File: src/rtl/pwm_audio_pkg.sv
// rtl/pwm_audio_pkg.sv - shared types and default widths for the PWM audio blocks
package pwm_audio_pkg;

  // Default counter width; also the generator's frequency width.
  localparam int PWM_CNT_W    = 16;
  // Default PCM sample width; also the number of divider iterations.
  localparam int PWM_SAMPLE_W = 8;

  typedef enum logic [1:0] {
    ST_IDLE = 2'd0,
    ST_HIGH = 2'd1,
    ST_LOW  = 2'd2
  } demod_state_e;

endpackage

File: src/rtl/pwm_div_seq.sv
// rtl/pwm_div_seq.sv - restoring divider, one quotient bit per cycle, quot = floor(num*2^SAMPLE_W/den)
module pwm_div_seq
  import pwm_audio_pkg::*;
#(
  parameter int CNT_W    = PWM_CNT_W,
  parameter int SAMPLE_W = PWM_SAMPLE_W
) (
  input  logic                clk,
  input  logic                reset,
  input  logic                start,
  input  logic [CNT_W-1:0]    num,
  input  logic [CNT_W-1:0]    den,
  output logic                busy,
  output logic                done,
  output logic [SAMPLE_W-1:0] quot
);

  localparam int IT_W = $clog2(SAMPLE_W + 1);

  logic [CNT_W:0]      rem;
  logic [CNT_W-1:0]    den_q;
  logic [SAMPLE_W-1:0] quot_q;
  logic [IT_W-1:0]     it;

  logic [CNT_W:0]      rem_src;
  logic [CNT_W:0]      den_ext;
  logic [CNT_W:0]      shifted;
  logic [CNT_W:0]      diff;
  logic                q_bit;

  // it counts completed iterations; the first one is folded into the start cycle
  assign busy = (it != '0);
  assign done = (it == IT_W'(SAMPLE_W));
  assign quot = quot_q;

  // One restoring step, fed from the operands directly on start so no cycle is lost
  always_comb begin
    rem_src = busy ? rem : {1'b0, num};
    den_ext = busy ? {1'b0, den_q} : {1'b0, den};
    shifted = rem_src << 1;
    q_bit   = (shifted >= den_ext);
    diff    = shifted - den_ext;
  end

  // Iteration state; the done cycle performs no step and frees the divider
  always_ff @(posedge clk or negedge reset) begin
    if (!reset) begin
      rem    <= '0;
      den_q  <= '0;
      quot_q <= '0;
      it     <= '0;
    end else if (busy) begin
      if (done) begin
        it <= '0;
      end else begin
        rem    <= q_bit ? diff : shifted;
        quot_q <= {quot_q[SAMPLE_W-2:0], q_bit};
        it     <= it + IT_W'(1);
      end
    end else if (start) begin
      rem    <= q_bit ? diff : shifted;
      den_q  <= den;
      quot_q <= SAMPLE_W'(q_bit);
      it     <= IT_W'(1);
    end
  end

endmodule

File: src/rtl/pwm_demod.sv
// rtl/pwm_demod.sv - PWM duty-cycle demodulator producing PCM samples on a valid/ready stream
module pwm_demod
  import pwm_audio_pkg::*;
#(
  parameter int CNT_W    = PWM_CNT_W,
  parameter int SAMPLE_W = PWM_SAMPLE_W
) (
  input  logic                clk,
  input  logic                reset,
  input  logic                enable_i,
  input  logic                pwm_in,
  output logic [SAMPLE_W-1:0] sample_o,
  output logic                sample_valid_o,
  input  logic                sample_ready_i,
  output logic [CNT_W-1:0]    period_o,
  output logic [CNT_W-1:0]    high_o,
  output logic                timeout_o,
  output logic                overrun_o
);

  localparam logic [CNT_W-1:0] CNT_MAX = '1;

  logic sync1, sync2, sync_d;
  logic rise, fall;

  demod_state_e state, state_nxt;
  logic [CNT_W-1:0] cnt, hi_q;

  logic cnt_load, cnt_inc, hi_load, capture, tmo, tmo_full;
  logic cap_ok, cap_drop;

  logic                div_busy, div_done;
  logic [SAMPLE_W-1:0] div_quot;

  logic                res_valid, res_clash, accept, out_drop;
  logic [SAMPLE_W-1:0] res_data;

  // Two-flop synchronizer plus a delayed copy for edge detection
  always_ff @(posedge clk or negedge reset) begin
    if (!reset) begin
      sync1  <= 1'b0;
      sync2  <= 1'b0;
      sync_d <= 1'b0;
    end else begin
      sync1  <= pwm_in;
      sync2  <= sync1;
      sync_d <= sync2;
    end
  end

  assign rise = sync2 & ~sync_d;
  assign fall = ~sync2 & sync_d;

  // FSM state register
  always_ff @(posedge clk or negedge reset) begin
    if (!reset) state <= ST_IDLE;
    else        state <= state_nxt;
  end

  // FSM next state; a saturated counter wins over a coincident edge
  always_comb begin
    state_nxt = state;
    if (!enable_i) begin
      state_nxt = ST_IDLE;
    end else begin
      case (state)
        ST_IDLE: if (rise) state_nxt = ST_HIGH;
        ST_HIGH: begin
          if (cnt == CNT_MAX) state_nxt = ST_IDLE;
          else if (fall)      state_nxt = ST_LOW;
        end
        ST_LOW: begin
          if (cnt == CNT_MAX) state_nxt = ST_IDLE;
          else if (rise)      state_nxt = ST_HIGH;
        end
        default: state_nxt = ST_IDLE;
      endcase
    end
  end

  // FSM outputs: counter control, high-time latch, period capture and timeout
  always_comb begin
    cnt_load = 1'b0;
    cnt_inc  = 1'b0;
    hi_load  = 1'b0;
    capture  = 1'b0;
    tmo      = 1'b0;
    tmo_full = 1'b0;
    if (enable_i) begin
      case (state)
        ST_IDLE: cnt_load = rise;
        ST_HIGH: begin
          if (cnt == CNT_MAX) begin
            tmo      = 1'b1;
            tmo_full = 1'b1;
          end else begin
            cnt_inc = 1'b1;
            hi_load = fall;
          end
        end
        ST_LOW: begin
          if (cnt == CNT_MAX) begin
            tmo = 1'b1;
          end else if (rise) begin
            capture  = 1'b1;
            cnt_load = 1'b1;
          end else begin
            cnt_inc = 1'b1;
          end
        end
        default: ;
      endcase
    end
  end

  // Shared high/period counter and the latched high time
  always_ff @(posedge clk or negedge reset) begin
    if (!reset) begin
      cnt  <= '0;
      hi_q <= '0;
    end else begin
      if (cnt_load)     cnt <= CNT_W'(1);
      else if (cnt_inc) cnt <= cnt + CNT_W'(1);
      if (hi_load) hi_q <= cnt;
    end
  end

  // A period closing while the divider still works on the previous one is dropped
  assign cap_ok   = capture & ~div_busy;
  assign cap_drop = capture & div_busy;

  pwm_div_seq #(
    .CNT_W    (CNT_W),
    .SAMPLE_W (SAMPLE_W)
  ) u_div (
    .clk   (clk),
    .reset (reset),
    .start (cap_ok),
    .num   (hi_q),
    .den   (cnt),
    .busy  (div_busy),
    .done  (div_done),
    .quot  (div_quot)
  );

  // Last accepted measurement and the sticky timeout level
  always_ff @(posedge clk or negedge reset) begin
    if (!reset) begin
      high_o    <= '0;
      period_o  <= '0;
      timeout_o <= 1'b0;
    end else begin
      if (cap_ok) begin
        high_o   <= hi_q;
        period_o <= cnt;
      end
      if (tmo)         timeout_o <= 1'b1;
      else if (cap_ok) timeout_o <= 1'b0;
    end
  end

  // Divider results take the output slot; a coincident synthetic sample is lost
  assign res_valid = div_done | tmo;
  assign res_clash = div_done & tmo;
  assign res_data  = div_done ? div_quot : (tmo_full ? {SAMPLE_W{1'b1}} : '0);
  assign accept    = sample_valid_o & sample_ready_i;
  assign out_drop  = res_valid & sample_valid_o & ~accept;

  // Output register with hold-until-accepted and a merged overrun pulse
  always_ff @(posedge clk or negedge reset) begin
    if (!reset) begin
      sample_o       <= '0;
      sample_valid_o <= 1'b0;
      overrun_o      <= 1'b0;
    end else begin
      if (res_valid && (!sample_valid_o || accept)) begin
        sample_o       <= res_data;
        sample_valid_o <= 1'b1;
      end else if (accept) begin
        sample_valid_o <= 1'b0;
      end
      overrun_o <= cap_drop | out_drop | res_clash;
    end
  end

endmodule

File: config.mk
export PLATFORM = sky130hd
export DESIGN_NAME = pwm_demod
export DESIGN_NICKNAME = d
export VERILOG_FILES = /design/src/rtl/pwm_audio_pkg.sv /design/src/rtl/pwm_div_seq.sv /design/src/rtl/pwm_demod.sv
export SDC_FILE = /design/constraint.sdc
export NUM_CORES = 1
export LEC_CHECK = 0
export ABC_CLOCK_PERIOD_IN_PS = 3800
export CORE_MARGIN = 2
export CORE_UTILIZATION = 50
export DETAILED_ROUTE_END_ITERATION = 12
export PLACE_DENSITY = 0.73
export SETUP_SLACK_MARGIN = 0.2
export SLEW_MARGIN = 10
export SYNTH_ARGS = -nofsm -noshare
export SYNTH_HDL_FRONTEND = slang
export SYNTH_SLANG_ARGS = --single-unit
File: constraint.sdc
create_clock -name clk -period 3.8 [get_ports clk]
set_input_delay 0.76 -clock clk [delete_from_list [all_inputs] [get_ports clk]]
set_output_delay 0.76 -clock clk [all_outputs]
set_load 0.03 [all_outputs]
==> flow_summary.ini <==
[run_status]
outcome = complete, no violations

[power]
power.static_leakage_uw = 0.003172
power_density_mw_per_mm2 = 808.7
power.switching_uw = 2317
internal_power_uw = 3425
power_frac_clock_pct = 15.3
vdd_drop_max_v = 0.0003993
comb_power_share_pct = 57.2
power.sequential.fraction_pct = 27.5
power.share.switching_pct = 40.35

[timing]
timing.clock.skew_ns = 0.01059
total_negative_slack_for_setup_checks_ns = 0
final_period_minus_worst_setup_slack_ns = 3.574
max_slew.worst_pin.slew_ns = 0.9698
rsz0062_at_grt = no
post-route-period-util_pct = 94.04
report.final.hold_viol_count = 0
maxSlewViolCount = 0
hold-worst-slack_ns = 0.3506
max_clock_freq_mhz = 279.8
timing.max_slew.rel_slack_pct = 35.11
setup_violations = 0

[worst_hold_path]
whs_path_depth = 0
worst_hold_path_type = register to register
hold_start = sync1
terminating_pin_of_the_worst_hold_path = sync2

[synth]
post_synth_instance_area_sq_mm = 0.005826
post_synth_inst_count = 544
synth_edf_count = 0
netlist-cell-type-count = 58
seq_area_frac_synth_pct = 46.39
synth-seq-cells = 108
post_synth.cell_area_avg_sq_um = 10.71
asr_flop_ratio_synth_pct = 100.0
synthesis.yosys.warnings = 0
synth-main-ff-cell = sky130_fd_sc_hd__dfrtp_1
syn_nets = 573

[worst_setup_path]
timing.critical_path.from_type = register
worst-setup-path-type = register to register
cp.arrival_ns = 3.82
worstReg2RegStart = u_div.it[1]
crit_path_max_incr_delay_ns = 0.48
regToRegEndpoint = u_div.rem[14]
worstSetupEndpointType = register
reg2reg_slack_ns = 0.23
cp_slowest_cell = sky130_fd_sc_hd__o41ai_4
ff2ff_path_depth = 15
cp.required_ns = 4.04
timing.critical_path.cells = inv_1 -> ha_4 -> nor3b_4 -> buf_6 -> buf_12 -> mux2_2 -> ha_4 -> and3_4 -> a311oi_4 -> o41ai_4 -> a31oi_4 -> buf_6 -> clkbuf_2 -> a21oi_1 -> o21ai_1
worst_path_maximum_fanout = 7

[layout]
num-fill-cells = 897
final_net_count = 637
antenna_cells_inserted = 0
syn_to_final_growth_pct = 21.86
finalInstanceArea_sq_mm = 0.007099
seqCellArea_sq_mm = 0.002703
layout.core_utilization_pct = 62.17
multi_input_area_sq_mm = 0.003114
fin_cells = 755
post_route_cells_drive_above_1_share_pct = 24.02

[floorplan]
fp.dieH_um = 111.9
design.core.area_sq_mm = 0.01142
design.die.area_sq_mm = 0.01253
core.rowCount = 39
boundaryPins = 48
floorplan.initialDensity_pct = 51.02
die_x_um = 111.9

[route]
detailroute.via_count = 4401
post_drt_wl_per_cell_um = 17.40
dr.first_iter.drc_count = 291
route.antenna.remaining_nets = 0
drc_errors = 0
avgViaCountPerCell = 5.829
drt_pre_antenna_iters = 7
postRouteWirelength_um = 13140

[job]
max_cap_check_violation_count = 0

[place]
hpwlAfterDp_um = 8861
gpl.final_weighted_congestion = 0.9069
dp.cells = 720
io_buffer_count = 47
postPlaceCellArea_sq_mm = 0.006480

[clocking]
cts_buffer_depth = 2
worst_skew_pair.late_latency_ns = 0.36
cts_tree = built
cts_buffer_count = 9
clock_sinks = 108
clk_root_buffer_cell = sky130_fd_sc_hd__clkbuf_16
ctsHoldBuffers = 0
clk_pin_slew_worst_paths_ns = 0.07
ctsHtreeMaxLevel = 3

[grt]
grt_use_total_pct = 21.00
grt_start_max_net_pins = 109
number_of_antenna_violations_at_the_first_check_in_global_routing = 0
grt_overflow = 0
global_route_wire_length_before_repair_um = 21230
first_global_vias = 4255
[cell usage in the layout (no fill, tap or decap), types with 3 or more instances in the layout]
cell / count
sky130_fd_sc_hd__inv_6: 3
sky130_fd_sc_hd__nor2_2: 3
sky130_fd_sc_hd__dfrtp_1: 108
sky130_fd_sc_hd__inv_1: 9
sky130_fd_sc_hd__a21oi_1: 27
sky130_fd_sc_hd__and4_1: 3
sky130_fd_sc_hd__nand2_1: 45
sky130_fd_sc_hd__a31oi_1: 12
sky130_fd_sc_hd__buf_6: 5
sky130_fd_sc_hd__clkdlybuf4s50_1: 46
sky130_fd_sc_hd__and2_1: 5
sky130_fd_sc_hd__o21ai_0: 6
sky130_fd_sc_hd__buf_4: 24
sky130_fd_sc_hd__and3_1: 4
sky130_fd_sc_hd__mux2_2: 64
sky130_fd_sc_hd__a21o_1: 8
sky130_fd_sc_hd__nor2b_1: 3
sky130_fd_sc_hd__nor2_1: 58
sky130_fd_sc_hd__nor3_1: 6
sky130_fd_sc_hd__nand3_1: 17
sky130_fd_sc_hd__nand2b_1: 5
sky130_fd_sc_hd__mux2i_2: 3
sky130_fd_sc_hd__nand4_1: 9
sky130_fd_sc_hd__ha_4: 5
sky130_fd_sc_hd__xnor2_1: 13
sky130_fd_sc_hd__clkbuf_16: 10
sky130_fd_sc_hd__xor2_1: 13
sky130_fd_sc_hd__mux2i_1: 22
sky130_fd_sc_hd__a21oi_2: 3
sky130_fd_sc_hd__o21a_1: 3
sky130_fd_sc_hd__ha_1: 16
[cell families after synthesis]
kind of cell / share of synthesized area (%)
flip-flops: 46.39
AO/OA/AOI/OAI: 9.966
AND/OR/NAND/NOR: 13.98
XOR/XNOR: 3.909
multiplexers: 17.42
buffers and inverters: 3.050
adder cells (fa/ha/maj): 5.284
[power by group through the flow]
stage / clock [uW] / sequential (uW) / combinational (uW)
finish: 876 / 1580 / 3290
global route: 940 / 1610 / 3570
CTS: 900 / 1580 / 2890
detailed placement: 0 / 1600 / 2730
global placement: 0 / 1580 / 2650
floorplan: 0 / 1640 / 2060
[through the flow]
| step | setup WS, ns | total power [uW] |
|---|---|---|
| after global placement | 0.1394 | 4227 |
| after global routing | 0.08950 | 6116 |
| after detailed placement | -0.001220 | 4321 |
| final | 0.2264 | 5741 |
| after CTS | 0.2600 | 5371 |
| after floorplan | 0.2490 | 3695 |
[sequential cells by signal, indices dropped and copies added, names as in the netlist]
register	cells
sample_valid_o	1
state	2
cnt	16
sync1	1
sync_d	1
u_div.rem	16
sample_o	8
timeout_o	1
u_div.it	4
overrun_o	1
sync2	1
u_div.quot	8
high_o	16
period_o	16
hi_q	16
[worst max-delay path by stage]
stage                startpoint             to  cells after the start  slack (ns)
finish              u_div.it[1]  u_div.rem[14]                     15        0.23
global route        u_div.it[1]   u_div.rem[6]                     14        0.09
CTS                 u_div.it[0]  u_div.rem[15]                     14        0.26
detailed placement  u_div.it[0]   u_div.rem[5]                     11      -0.001
global placement    u_div.it[0]   u_div.rem[8]                     11        0.14
floorplan           u_div.it[0]  u_div.rem[15]                     14        0.25
[per-layer routing]
metal	track usage [%]	routed length, um	vias to the layer above
met2	32.20	6018	137
met3	3.811	610	31
li1	-	-	2066
met1	29.44	6103	2167
met4	9.268	403	0
met5	0	0	-
[layout make-up]
type	instances	area share, %
clock inverters	6	0.6521
inverters	10	0.5287
well taps	143	2.520
flip-flops and latches	108	38.07
multi-input cells	399	43.87
repair buffers	80	11.19
clock buffers	9	3.172
[synthesized netlist by cell type, types with 3 or more instances]
master,number,area share [%]
sky130_fd_sc_hd__and2_1,5,0.54
sky130_fd_sc_hd__nor2b_1,3,0.32
sky130_fd_sc_hd__xnor2_1,13,2.0
sky130_fd_sc_hd__clkbuf_1,16,1.0
sky130_fd_sc_hd__a31oi_1,12,1.3
sky130_fd_sc_hd__ha_1,23,4.9
sky130_fd_sc_hd__nand2_1,47,3.0
sky130_fd_sc_hd__inv_1,10,0.64
sky130_fd_sc_hd__nand2b_1,5,0.54
sky130_fd_sc_hd__buf_2,7,0.60
sky130_fd_sc_hd__nand4_1,9,0.97
sky130_fd_sc_hd__xor2_1,13,2.0
sky130_fd_sc_hd__mux2i_1,26,4.5
sky130_fd_sc_hd__dfrtp_1,108,46
sky130_fd_sc_hd__mux2_2,64,12
sky130_fd_sc_hd__buf_6,3,0.58
sky130_fd_sc_hd__o21ai_0,6,0.52
sky130_fd_sc_hd__nor2_1,59,3.8
sky130_fd_sc_hd__a21o_1,8,1.0
sky130_fd_sc_hd__and3_1,6,0.64
sky130_fd_sc_hd__o21a_1,3,0.39
sky130_fd_sc_hd__and4_1,3,0.45
sky130_fd_sc_hd__a21oi_1,30,2.6
sky130_fd_sc_hd__nor3_1,6,0.52
sky130_fd_sc_hd__nand3_1,18,1.5
[critical path: cells and delay by family (launching register included)]
family                     cells  cell delay [ns]
DFF                            1             0.40
muxes                          1             0.37
adders and majority gates      2             0.47
and+or+nand+nor                2             0.39
AOI/OAI and AO/OA              5             1.09
buffers and inverters          5             0.74
[repair_timing]
action                     CTS  global route
cloned                       1             2
setup endpoints to repair   15            16
buffers inserted             3            14
resized for setup           12            21
pin swaps                    2             7
Power figures use the tool's default switching activity.
